[src/rtl/fifo_stream_pkg.sv]
// Shared types and sizing helpers for the FIFO write-side stream feeder.
package fifo_stream_pkg;

   typedef enum logic {
      IDLE = 1'b0,
      SEND = 1'b1
   } state_e;

   localparam int DEF_DATA_WIDTH = 8;
   localparam int DEF_IN_BYTES   = 4;

   // The length field must also encode the illegal value IN_BYTES+1.
   function automatic int len_w(input int in_bytes);
      return $clog2(in_bytes + 1);
   endfunction

endpackage

[src/rtl/fifo_wr_serializer.sv]
// Serialises multi-byte valid/ready words onto the async FIFO write port, one byte
// per wr_clk, honouring fifo_full and keeping write-side statistics.
module fifo_wr_serializer
   import fifo_stream_pkg::*;
#(
   parameter int DATA_WIDTH = DEF_DATA_WIDTH,
   parameter int IN_BYTES   = DEF_IN_BYTES,
   parameter int MSB_FIRST  = 0,
   parameter int CNT_WIDTH  = 16,
   localparam int LEN_W     = len_w(IN_BYTES)
) (
   input  logic                           wr_clk,
   input  logic                           rst_n,
   input  logic                           in_valid,
   input  logic [IN_BYTES*DATA_WIDTH-1:0] in_data,
   input  logic [LEN_W-1:0]               in_len,
   output logic                           in_ready,
   input  logic                           fifo_full,
   output logic                           fifo_wr,
   output logic [DATA_WIDTH-1:0]          fifo_wdata,
   output logic                           busy,
   output logic                           len_err,
   output logic [CNT_WIDTH-1:0]           bytes_written,
   output logic [CNT_WIDTH-1:0]           words_accepted
);

   state_e                               state_q, state_d;
   logic [IN_BYTES-1:0][DATA_WIDTH-1:0] hold_q, hold_d;
   logic [LEN_W-1:0]                    len_q, len_d;
   logic [LEN_W-1:0]                    idx_q, idx_d;
   logic                                len_err_q;
   logic [CNT_WIDTH-1:0]                bytes_written_q;
   logic [CNT_WIDTH-1:0]                words_accepted_q;

   logic                                accept;
   logic                                len_ok;
   logic                                load;
   logic                                last_byte;
   logic [LEN_W-1:0]                    lane;
   logic [DATA_WIDTH-1:0]               lane_data;

   assign len_ok    = (in_len != '0) && (in_len <= LEN_W'(IN_BYTES));
   assign last_byte = (idx_q == len_q - LEN_W'(1));

   // NOTE: fifo_full reaches in_ready combinationally so a new word can be loaded
   // in the same cycle the last byte leaves, giving back-to-back bytes.
   assign fifo_wr  = (state_q == SEND) & ~fifo_full;
   assign in_ready = (state_q == IDLE) | (fifo_wr & last_byte);
   assign accept   = in_valid & in_ready;
   assign load     = accept & len_ok;

   assign lane = (MSB_FIRST != 0) ? (len_q - LEN_W'(1) - idx_q) : idx_q;

   always_comb begin
      lane_data = '0;
      for (int i = 0; i < IN_BYTES; i++) begin
         if (lane == LEN_W'(i)) lane_data = hold_q[i];
      end
   end

   assign fifo_wdata = (state_q == SEND) ? lane_data : '0;

   always_comb begin
      state_d = state_q;
      hold_d  = hold_q;
      len_d   = len_q;
      idx_d   = idx_q;
      if (load) begin
         // Covers both IDLE->SEND and the zero-bubble reload on the last byte.
         state_d = SEND;
         hold_d  = in_data;
         len_d   = in_len;
         idx_d   = '0;
      end else if (fifo_wr) begin
         if (last_byte) state_d = IDLE;
         else           idx_d   = idx_q + LEN_W'(1);
      end
   end

   // NOTE: the hold register is a handful of flops, not a RAM, so it is cleared
   // with the rest of the state; a mid-word reset leaves no stale lanes behind.
   always_ff @(posedge wr_clk or negedge rst_n) begin
      if (!rst_n) begin
         state_q          <= IDLE;
         hold_q           <= '0;
         len_q            <= '0;
         idx_q            <= '0;
         len_err_q        <= 1'b0;
         bytes_written_q  <= '0;
         words_accepted_q <= '0;
      end else begin
         state_q          <= state_d;
         hold_q           <= hold_d;
         len_q            <= len_d;
         idx_q            <= idx_d;
         len_err_q        <= accept & ~len_ok;
         bytes_written_q  <= bytes_written_q + CNT_WIDTH'(fifo_wr);
         words_accepted_q <= words_accepted_q + CNT_WIDTH'(load);
      end
   end

   assign busy           = (state_q == SEND);
   assign len_err        = len_err_q;
   assign bytes_written  = bytes_written_q;
   assign words_accepted = words_accepted_q;

endmodule

[config.mk]
export PLATFORM = sky130hd
export DESIGN_NAME = fifo_wr_serializer
export DESIGN_NICKNAME = d
export VERILOG_FILES = /design/src/rtl/fifo_stream_pkg.sv /design/src/rtl/fifo_wr_serializer.sv
export SDC_FILE = /design/constraint.sdc
export NUM_CORES = 1
export LEC_CHECK = 0
export BUFFER_PORTS_ARGS = -buffer_cell sky130_fd_sc_hd__buf_2
export CAP_MARGIN = 20
export CORE_MARGIN = 2
export CORE_UTILIZATION = 42
export DETAILED_ROUTE_END_ITERATION = 8
export PLACE_DENSITY = 0.76
export SYNTH_ARGS = -nofsm -noshare
export SYNTH_HDL_FRONTEND = slang
export SYNTH_SLANG_ARGS = --single-unit
[constraint.sdc]
create_clock -name wr_clk -period 2.6 [get_ports wr_clk]
set_clock_uncertainty 0.2 [all_clocks]
set_input_delay 0.13 -clock wr_clk [delete_from_list [all_inputs] [get_ports wr_clk]]
set_output_delay 0.13 -clock wr_clk [all_outputs]
set_load 0.02 [all_outputs]
==> results of run 1 <==
layout make-up:
type,instances,area share [%]
clock buffer,12,3.66
tap,102,2.83
inverter,5,0.416
clock inverter,4,0.610
sequential,72,39.9
multi-input combinational,175,32.2
timing repair buffer,135,20.4
where the power goes:
part / internal (W) / switching, W
logic: 0.000991 / 0.000981
clock network: 0.000423 / 0.000411
registers: 0.00151 / 0.000274
synthesized netlist by cell type, types with 2 or more instances:
cell | number | area, sq um
xor2_1 | 8 | 70.1
clkbuf_1 | 5 | 18.8
mux2_1 | 6 | 67.6
ha_1 | 10 | 125
nand4_1 | 6 | 37.5
buf_4 | 2 | 15.0
inv_1 | 5 | 18.8
a221o_1 | 8 | 80.1
nand2_1 | 18 | 67.6
and4_1 | 4 | 35.0
and3_1 | 6 | 37.5
mux2_2 | 29 | 327
xnor2_1 | 23 | 201
nand3_1 | 19 | 95.1
and2_1 | 2 | 12.5
a21boi_0 | 8 | 60.1
nand2b_1 | 9 | 56.3
dfrtp_1 | 72 | 1800
nor2_1 | 8 | 30.0
nor2b_1 | 2 | 12.5
metal layers:
metal / track usage, % / vias to the layer above / wire (um)
li1: - / 1183 / -
met1: 25.3 / 1217 / 3410
met2: 27.7 / 60 / 3390
met3: 3.42 / 14 / 281
met4: 9.08 / 0 / 167
met5: 0 / - / 0
per-stage QoR:
| step | hold WS [ns] | cells | worst slack [ns] | total power, W | util [%] |
|---|---|---|---|---|---|
| finish | 0.192 | 505 | 0.0890 | 0.00459 | 59.0 |
| global placement | 0.0196 | 446 | 0.0567 | 0.00358 | 50.8 |
| floorplan | -0.366 | 261 | -0.385 | 0.00307 | - |
| detailed placement | 0.0296 | 446 | -0.0427 | 0.00367 | 50.8 |
| CTS | 0.187 | 500 | 0.0256 | 0.00457 | 58.4 |
| global route | 0.254 | 505 | -0.0498 | 0.00489 | 59.0 |
worst min-delay path by stage:
stage                            end  start  slack [ns]  depth (start not counted)
after global routing      hold_q[17]  rst_n        0.25                          2
after CTS                 hold_q[19]  rst_n        0.19                          2
final                     hold_q[19]  rst_n        0.19                          2
after detailed placement  hold_q[19]  rst_n        0.03                          1
after floorplan                 busy  rst_n       -0.37                          0
after global placement    hold_q[19]  rst_n        0.02                          1
critical path: cells and delay by family (launching register included):
| family | cells | cell delay [ns] |
|---|---|---|
| xor+xnor | 2 | 0.39 |
| flops | 1 | 0.38 |
| simple gates | 3 | 0.53 |
| fa+ha+maj | 2 | 0.30 |
| buf+inv | 2 | 0.24 |
| compound gates | 1 | 0.35 |
flip-flops by register name (all words and copies together) (netlist names):
register	count
words_accepted	16
len_q	3
hold_q	32
busy	1
bytes_written	16
idx_q	3
len_err	1
what timing repair did:
item | CTS | global route
setup buffers | 0 | 5
hold buffers | 38 | 0
resized for setup | 3 | 5
pin swaps | 2 | 4
endpoints found under the setup margin | 38 | 29
endpoints found under the hold margin | 67 | 0
cell usage in the layout, fill, tap and decap left out, types with 7 or more instances in the layout:
cell type       n
nand3_1        19
clkbuf_8       12
a21boi_0        8
ha_1            7
xnor2_1        23
nand2_1        18
nand2b_1        9
dfrtp_1        72
dlygate4sd3_1  38
nor2_1          7
buf_4          13
mux2_2         29
a221o_1         8
xor2_1          8
buf_2          82
kinds of logic (layout without fill, tap and decap cells):
group / count (synthesis) / after routing
AOI/OAI and AO/OA: 20 / 20
xor gates and xnor gates: 32 / 32
adders and majority gates: 10 / 10
buffers and inverters: 14 / 156
DFF: 72 / 72
muxes: 36 / 36
and+or+nand+nor: 77 / 77
==> impl_results.md, run 1 <==
* Outcome: finished clean
* Die Ht at 92.6 um
* Overflow after GRT at 0
* Root Driver: clkbuf_8
* Worst-margin pin slew at 0.723 ns
* Crit path DAT at 2.53 ns
* Simple-gate share of the synthesized area at 12.2%
* Reg-to-reg critical path endpoint: words_accepted[11]
* Mux contribution to synthesized area at 12.3%
* Mapped Area at 3300 sq um
* #FFs+latches synth at 72
* First-pass GRT wire length at 12200 um
* Yosys warns at 0
* Vias per cell at 4.90
* Post-route DRC at 0
* Antenna cells at 0
* Nets at 447
* Worst rel slew slack at 51.8%
* Clk pin slew, worst setup/hold paths at 0.08 ns
* Starting Density at 43.1%
* Row count at 32
* Max Clk Rate at 398 MHz
* R2R Setup Slk at 0.09 ns
* IO Count at 83
* Worst R2R Path Depth at 10
* Num CTS Buffers at 9
* Max VDD drop at 0.477 mV
* Worst Setup Start Kind: flip-flop
* Vias in the first global route at 2493
* Req. time, crit path at 2.62 ns
* Gp weighted congestion at 0.756
* Placed cell areas at 3890 sq um
* Register area share after synthesis at 54.6%
* Post-synth EDFFs at 0
* Post-Route WL at 7250 um
* Pre-Repair DR Iteration Count at 4
* Largest family of logic cells by synthesized area: multiplexers
* Crit path kind: reg2reg
* Area Growth Syn to Fin at 36.9%
* Die footprint at 8570 sq um
* Post-DP HPWL at 4890 um
* IO Port Bufs at 82
* RR Startpoint: len_q[1]
* Antenna violations before repair at 0
* Max-Cap Viols at 0
* Post-route clock period utilization at 96.6%
* Setup TNS at 0 ns
* Async S/R FF share, synth at 100%
* Final Slew Violations at 0
* Vias at 2474
* Fin area at 4510 sq um
* Core Area at 7650 sq um
* Sequential Area at 1800 sq um
* Post-Synth Adder-Cell Area at 3.80%
* Unrepaired setup endpoints after global routing: true
* Slowest CP cell: dfrtp_1
* Mapped Cells at 261
* PwrDens at 1020 nW/um^2
* Share of cells above drive strength 1 at 37.5%
* Crit path largest cell delay at 0.38 ns
* Number of setup violations in the final report at 0
* Worst Setup EP: words_accepted[11]
* CTS tree: built
* Fin. Hold Viols at 0
* Drt initial violations at 124
* Cell variety after synth at 31
* Synth Flop Type: dfrtp_1
* Post-synthesis xor/xnor area fraction at 8.96%
* Clock Latency Late Sink at 0.33 ns
* Leak pwr at 2.19 nW
* Tot GR Track Use at 18.3%
* Min-Delay Path Class: in2async
* Synth Area per Inst at 12.6 sq um
* Final Critical Period at 2.51 ns
* Critical path capture point type: flip-flop
* Critical path startpoint: len_q[1]
* Wire per inst at 14.3 um
* Multi-input logic area at 1450 sq um
* CTS Buffer Depth at 2
* Largest net degree at the start of global routing at 43
* Compound-Gate Fraction of Synth Area at 5.73%
* Fill count at 636
* H-tree depth at 3
* Antenna-violating nets left at 0
* Total clock sinks at 72
* Die W at 92.6 um
* Critical Path, Cell by Cell: inv_1 -> ha_1 -> xor3_2 -> o41ai_4 -> and2b_2 -> ha_4 -> and2_4 -> nand4_1 -> buf_4 -> xnor2_1
* CP max FO at 3
* Syn Nets at 310
Note: power is estimated with default switching activity, not from simulation.
==> inputs of run 2 (changes only) <==
GPL_TIMING_DRIVEN = 0   (was default)
==> run 2 against run 1 <==
- the flow now finishes with violations (setup timing)
- cell area is 2.4% higher
- global-route usage about the same
- worst setup slack worse by 0.13 ns
- sequential power hardly changed
- routed wire length increased by 1.8%
==> impl_results.md, run 2 (same netlist as run 1, synthesis figures left out) <==
* Final Slew Violations at 0 (unchanged)
* Critical Path, Cell by Cell: inv_2 -> ha_4 -> xor3_2 -> o41ai_4 -> and2b_2 -> buf_12 -> ha_4 -> and2_4 -> buf_4 -> buf_4 -> nand3_2 -> xnor2_2 (was inv_1 -> ha_1 -> xor3_2 -> o41ai_4 -> and2b_2 -> ha_4 -> and2_4 -> nand4_1 -> buf_4 -> xnor2_1)
* Crit path kind: reg2reg (unchanged)
* Worst R2R Path Depth at 12 (was 10)
* Die Ht at 92.6 um (unchanged)
* Worst Setup Start Kind: flip-flop (unchanged)
* Vias at 2485 (was 2474)
* Largest net degree at the start of global routing at 73 (was 43)
* Violated checks: setup timing
* Clk pin slew, worst setup/hold paths at 0.08 ns (about the same)
* CP max FO at 4 (was 3)
* Critical path startpoint: len_q[1] (unchanged)
* Post-Route WL at 7380 um (was 7250 um)
* Top reg by flops: hold_q (unchanged)
* Max-Cap Viols at 0 (unchanged)
* Fill count at 631 (was 636)
* Worst rel slew slack at 39.5% (was 51.8%)
* Antenna-violating nets left at 0 (unchanged)
* IO Count at 83 (unchanged)
* Final Critical Period at 2.65 ns (was 2.51 ns)
* H-tree depth at 3 (unchanged)
* Nets at 449 (was 447)
* CTS Buffer Depth at 2 (unchanged)
* R2R Setup Slk at -0.05 ns (was 0.09 ns)
* Crit path DAT at 2.68 ns (was 2.53 ns)
* Die W at 92.6 um (unchanged)
* PwrDens at 1030 nW/um^2 (was 1020 nW/um^2)
* Fin Hold WS at 0.245 ns (was 0.192 ns)
* Gp weighted congestion at 0.798 (was 0.756)
* First-pass GRT wire length at 12200 um (about the same)
* Num CTS Buffers at 9 (unchanged)
* Critical path capture point type: flip-flop (unchanged)
* Min-Delay Path Class: in2async (unchanged)
* Final worst slack at -0.0455 ns (was 0.0890 ns)
* Tot GR Track Use at 18.3% (about the same)
* Vias in the first global route at 2574 (was 2493)
* Reg-to-reg critical path endpoint: words_accepted[7] (was words_accepted[11])
* Crit path largest cell delay at 0.39 ns (was 0.38 ns)
* IO Port Bufs at 82 (unchanged)
* Die footprint at 8570 sq um (unchanged)
* Fin. Hold Viols at 0 (unchanged)
* Post-DP HPWL at 4770 um (was 4890 um)
* RR Startpoint: len_q[1] (unchanged)
* Outcome: finished with violations (was finished clean)
* Antenna violations before repair at 0 (unchanged)
* Root Driver: clkbuf_8 (unchanged)
* Unrepaired setup endpoints after global routing: true (unchanged)
* Max reg flops at 32 (unchanged)
* Share of cells above drive strength 1 at 40.7% (was 37.5%)
* Post-route clock period utilization at 102% (was 96.6%)
* Overflow after GRT at 0 (unchanged)
* Number of setup violations in the final report at 4 (was 0)
* Max Clk Rate at 378 MHz (was 398 MHz)
* CTS tree: built (unchanged)
* Vias per cell at 4.90 (about the same)
* Setup TNS at -0.114 ns (was 0 ns)
* Starting Density at 43.1% (unchanged)
* Clock Latency Late Sink at 0.35 ns (was 0.33 ns)
* Pre-Repair DR Iteration Count at 4 (unchanged)
* Drt initial violations at 57 (was 124)
* Max VDD drop at 0.479 mV (was 0.477 mV)
* Req. time, crit path at 2.64 ns (was 2.62 ns)
* Commonest non-fill, non-tap cells in the layout: buf_2 (83), dfrtp_1 (69), dlygate4sd3_1 (38), mux2_2 (29), xnor2_1 (22) (was buf_2 (82), dfrtp_1 (72), dlygate4sd3_1 (38), mux2_2 (29), xnor2_1 (23))
* Worst-margin pin slew at 0.907 ns (was 0.723 ns)
* Antenna cells at 0 (unchanged)
* Area Growth Syn to Fin at 40.3% (was 36.9%)
* Row count at 32 (unchanged)
* WP buf/inv at 4 (was 2)
* Most common cell after layout, fill and taps aside: buf_2 (unchanged)
* Worst slack, placed at -0.513 ns (was -0.0427 ns)
* Slowest CP cell: dfrtp_1 (unchanged)
* Leak pwr at 2.23 nW (was 2.19 nW)
* Total clock sinks at 72 (unchanged)
* Wire per inst at 14.6 um (was 14.3 um)
* Post-route DRC at 0 (unchanged)
* Core Area at 7650 sq um (unchanged)
* Family with the most delay on the worst path: simple AND/OR/NAND/NOR gates (unchanged)
==> run 2: timing repair <==
item / 4_1_cts / 5_1_grt
buffers inserted: 6 / 6
gates cloned: 0 / 0
pin swaps: 5 / 11
endpoints found under the setup margin: 29 / 56
resized for setup: 14 / 18
hold buffers: 38 / 0
hold endpoints to repair: 109 / 0
==> run 2: stage by stage <==
stage / std cells / instance area (sq um) / util, % / power (W)
after floorplan: 261 / 3320 / - / 0.00307
after global placement: 445 / 3860 / 50.5 / 0.00352
after detailed placement: 445 / 3860 / 50.5 / 0.00361
after CTS: 503 / 4530 / 59.2 / 0.00468
after global routing: 507 / 4620 / 60.5 / 0.00506
final: 507 / 4620 / 60.5 / 0.00476
==> run 2: power by group <==
group | internal, W | total [W] | leakage [nW] | switching, W
combinational | 0.00102 | 0.00200 | 1.21 | 0.000986
clock | 0.000522 | 0.000946 | 0.109 | 0.000425
sequential | 0.00152 | 0.00181 | 0.907 | 0.000298
==> run 2: worst reg2reg max path, stage by stage, from the launching register on <==
cell and delay [ns]:
dfrtp_1 0.39, inv_2 0.07, ha_4 0.12, xor3_2 0.28, o41ai_4 0.39, and2b_2 0.23, buf_12 0.11, ha_4 0.13
and2_4 0.17, buf_4 0.11, buf_4 0.09, nand3_2 0.08, xnor2_2 0.15
==> run 2: final cells by class <==
type	count	area [sq um]	share of cell area, %
inverters	5	18.8	0.406
repair buffers	132	900	19.5
clock inverters	4	51.3	1.11
clock buffers	12	165	3.57
multi-input cells	175	1510	32.7
plain buffers	5	45.0	0.974
flip-flops and latches	72	1810	39.0
well taps	102	128	2.76
==> run 2: metal layers <==
metal  share of wire [%]  GRT usage (%)  vias up  wire length, um
met4                 2.3           9.83        0              170
met5                   0              0        -                0
li1                    -              -     1193                -
met3                 2.7           3.01       15              198
met1                  48           24.2     1221             3530
met2                  47           29.0       56             3480
==> run 2: worst max path at each step <==
stage,to,slack (ns),cells after the start
2_1_floorplan,words_accepted[12],-0.38,13
3_3_place_gp,words_accepted[15],-0.46,10
3_5_place_dp,words_accepted[14],-0.51,13
4_1_cts,words_accepted[14],-0.19,12
5_1_grt,words_accepted[15],-0.18,11
6_report,words_accepted[7],-0.05,12
==> inputs of run 3 (changes only) <==
ABC_AREA = 1   (was default)
PLACE_DENSITY = 0.75   (was 0.76)
==> run 3 against run 2 <==
- die area is 7.3% higher
- largest cell class unchanged
- clock-buffer cell count is 1 lower
- the run still ends with setup timing left
- critical path depth is 6 higher
- via count is 32% higher
==> impl_results.md, run 3 <==
* Setup TNS at -0.310 ns (was -0.114 ns)
* Number of setup violations in the final report at 4 (unchanged)
* Hold path depth at 3
* Antenna-violating nets left at 0 (unchanged)
* CTS tree: built (unchanged)
* Die Ht at 95.9 um (was 92.6 um)
* Post-Route WL at 8970 um (was 7380 um)
* Worst R2R Path Depth at 18 (was 12)
* Crit path kind: reg2reg (unchanged)
* Min-Delay Path Class: in2reg (was in2async)
* #FFs+latches synth at 72 (unchanged)
* Die W at 95.9 um (was 92.6 um)
* Die footprint at 9200 sq um (was 8570 sq um)
* Hold endpoint: hold_q[24]
* Pre-Repair DR Iteration Count at 4 (unchanged)
* Largest net degree at the start of global routing at 73 (unchanged)
* Outcome: finished with violations (unchanged)
* Sw frac at 42.0% (was 35.9%)
* Share of the synthesized area in the top cell type at 50.8% (was 54.6%)
* Clock power share at 18.9% (was 19.9%)
* Max-Cap Viols at 0 (unchanged)
* Register area share after synthesis at 50.8% (was 54.6%)
* Drt initial violations at 117 (was 57)
* Final Critical Period at 2.72 ns (was 2.65 ns)
* Overflow after GRT at 0 (unchanged)
* Post-route DRC at 0 (unchanged)
* Synth Area per Inst at 8.87 sq um (was 12.6 sq um)
* IO Count at 83 (unchanged)
* Async S/R FF share, synth at 100% (unchanged)
* Logic pwr share at 43.0% (was 42.0%)
* Num CTS Buffers at 9 (unchanged)
* Nets at 585 (was 449)
* Post-synth EDFFs at 0 (unchanged)
* Vias per cell at 5.06 (was 4.90)
* IO Port Bufs at 81 (was 82)
* Internal Power at 0.00273 W (was 0.00305 W)
* Antenna violations before repair at 0 (unchanged)
* Max VDD drop at 0.528 mV (was 0.479 mV)
* Area Growth Syn to Fin at 35.5% (was 40.3%)
* Reg power frac at 38.1% (about the same)
* Mapped Cells at 400 (was 261)
* Reg-to-reg critical path endpoint: words_accepted[12] (was words_accepted[7])
* Unrepaired setup endpoints after global routing: true (unchanged)
* Cell variety after synth at 26 (was 31)
* Share of cells above drive strength 1 at 26.4% (was 40.7%)
* Critical path capture point type: flip-flop (unchanged)
* Tot GR Track Use at 20.6% (was 18.3%)
* Max Clk Rate at 367 MHz (was 378 MHz)
* HP Start: in_valid
* P_sw at 0.00198 W (was 0.00171 W)
* Max reg flops at 32 (unchanged)
* Commonest non-fill, non-tap cells in the layout: nand2_1 (116), buf_2 (84), dfrtp_1 (72), nand4_1 (45), dlygate4sd3_1 (37) (was buf_2 (83), dfrtp_1 (69), dlygate4sd3_1 (38), mux2_2 (29), xnor2_1 (22))
* First-pass GRT wire length at 14500 um (was 12200 um)
* Final worst slack at -0.121 ns (was -0.0455 ns)
* Pwr Total at 0.00471 W (was 0.00476 W)
* Row count at 33 (was 32)
* Synth top area cells: dfrtp_1 (51%), nand2_1 (13%), nand4_1 (7.9%) (was dfrtp_1 (55%), mux2_2 (9.9%), xnor2_1 (6.1%))
* Starting Density at 43.2% (was 43.1%)
* CP max FO at 3 (was 4)
* Wire per inst at 13.9 um (was 14.6 um)
* Worst-margin pin slew at 0.935 ns (was 0.907 ns)
* H-tree depth at 3 (unchanged)
* Core Area at 8220 sq um (was 7650 sq um)
* Req. time, crit path at 2.64 ns (about the same)
* Mapped Area at 3550 sq um (was 3300 sq um)
* Worst rel slew slack at 37.7% (was 39.5%)
* Root Driver: clkbuf_8 (unchanged)
* Worst Setup Start Kind: flip-flop (unchanged)
* Vias in the first global route at 3105 (was 2574)
* Syn Nets at 449 (was 310)
* Crit path DAT at 2.76 ns (was 2.68 ns)
* Top-count cell post-synth: nand2_1 (was dfrtp_1)
* Antenna cells at 0 (unchanged)
* Synth Flop Type: dfrtp_1 (unchanged)
* R2R Setup Slk at -0.12 ns (was -0.05 ns)
* Top reg by flops: hold_q (unchanged)
* RR Startpoint: len_q[0] (was len_q[1])
* Gp weighted congestion at 0.807 (was 0.798)
* Clk pin slew, worst setup/hold paths at 0.08 ns (about the same)
* CTS Buffer Depth at 2 (unchanged)
* Fin. Hold Viols at 0 (unchanged)
* Leak pwr at 2.49 nW (was 2.23 nW)
* Clock Latency Late Sink at 0.34 ns (was 0.35 ns)
* Final Slew Violations at 0 (unchanged)
* Yosys warns at 0 (unchanged)
* Vias at 3269 (was 2485)
* Post-route clock period utilization at 105% (was 102%)
* Violated checks: setup timing (unchanged)
* PwrDens at 980 nW/um^2 (was 1030 nW/um^2)
* Most common cell after layout, fill and taps aside: nand2_1 (was buf_2)
* Post-DP HPWL at 5940 um (was 4770 um)
* Post-synth top area cell: dfrtp_1 (unchanged)
* Post-synth top cells: nand2_1 (119), dfrtp_1 (72), nand4_1 (45) (was dfrtp_1 (72), mux2_2 (29), xnor2_1 (23))
* Total clock sinks at 72 (unchanged)
==> run 3: changes by cell type in the layout (fill, tap and decap cells not counted), moves of 11 or more <==
cell / change
mux2_2: -29
nand3_1: +17
xnor2_1: -11
nand4_1: +39
nand2_1: +99
inv_1: +15
==> run 3: worst max-delay path by stage <==
stage	end	startpoint	depth (start not counted)	slack, ns
after floorplan	words_accepted[12]	len_q[0]	19	-0.004
after global placement	words_accepted[12]	len_q[0]	19	-0.25
after detailed placement	words_accepted[14]	len_q[0]	17	-0.23
after CTS	words_accepted[12]	len_q[0]	19	-0.05
after global routing	words_accepted[12]	len_q[0]	19	-0.27
final	words_accepted[12]	len_q[0]	18	-0.12
==> run 3: power groups by stage <==
stage	clock network (W)	logic, W	registers, W
final	0.000892	0.00203	0.00179
after floorplan	0	0.00119	0.00187
after global routing	0.000968	0.00228	0.00184
after global placement	0	0.00181	0.00178
after CTS	0.000908	0.00195	0.00179
after detailed placement	0	0.00185	0.00180
==> run 3: critical path: stages, from the launching register on <==
cell	delay, ns
dfrtp_1	0.40
inv_2	0.09
ha_4	0.21
nand2_1	0.07
nand2_2	0.05
nor2_2	0.12
nand3_1	0.09
nand2_2	0.09
nand3_2	0.09
buf_6	0.17
inv_4	0.06
ha_4	0.13
ha_4	0.14
nand3_4	0.08
nor2_2	0.11
nand4_1	0.13
nor2_2	0.18
nand2_1	0.08
xnor2_1	0.12
==> run 3: layout make-up <==
type | count | area [sq um]
multi-input combinational | 283 | 1640
clock buffer | 11 | 141
buffer | 17 | 95.1
inverter | 26 | 100
tap | 105 | 131
timing repair buffer | 127 | 846
sequential | 72 | 1800
clock inverter | 5 | 56.3
fill | 715 | 3410
==> run 3: per-stage QoR <==
| step | instances | cell area [sq um] | hold slack (ns) | setup WS (ns) | util [%] |
|---|---|---|---|---|---|
| after floorplan | 400 | 3580 | -0.366 | -0.00402 | - |
| after global placement | 586 | 4120 | 0.182 | -0.255 | 50.1 |
| after detailed placement | 586 | 4120 | 0.131 | -0.230 | 50.1 |
| after CTS | 645 | 4760 | 0.0857 | -0.0483 | 57.9 |
| after global routing | 646 | 4810 | 0.113 | -0.271 | 58.5 |
| final | 646 | 4810 | 0.114 | -0.121 | 58.5 |
==> run 3: repair_timing <==
| item | in CTS | in global routing |
|---|---|---|
| hold endpoints to repair | 109 | 0 |
| endpoints found under the setup margin | 8 | 19 |
| pin swaps | 2 | 7 |
| buffers inserted | 6 | 3 |
| gates resized for setup | 7 | 10 |
| hold buffers | 37 | 0 |
==> run 3: cell families (layout without fill, tap and decap cells) <==
kind of cell | Yosys count | after routing | synth area share [%]
adders and majority gates | 10 | 10 | 3.53
and+or+nand+nor | 227 | 227 | 29.5
xor gates and xnor gates | 28 | 28 | 7.44
AOI/OAI and AO/OA | 18 | 18 | 3.10
DFF | 72 | 72 | 50.8
buffers and inverters | 45 | 186 | 5.64
==> run 3: metal layers <==
metal	up-vias	global-route usage [%]	routed length (um)
met1	1561	26.1	3960
met3	11	5.40	446
met4	0	5.48	100
met5	-	0	0
met2	84	34.9	4460
li1	1613	-	-
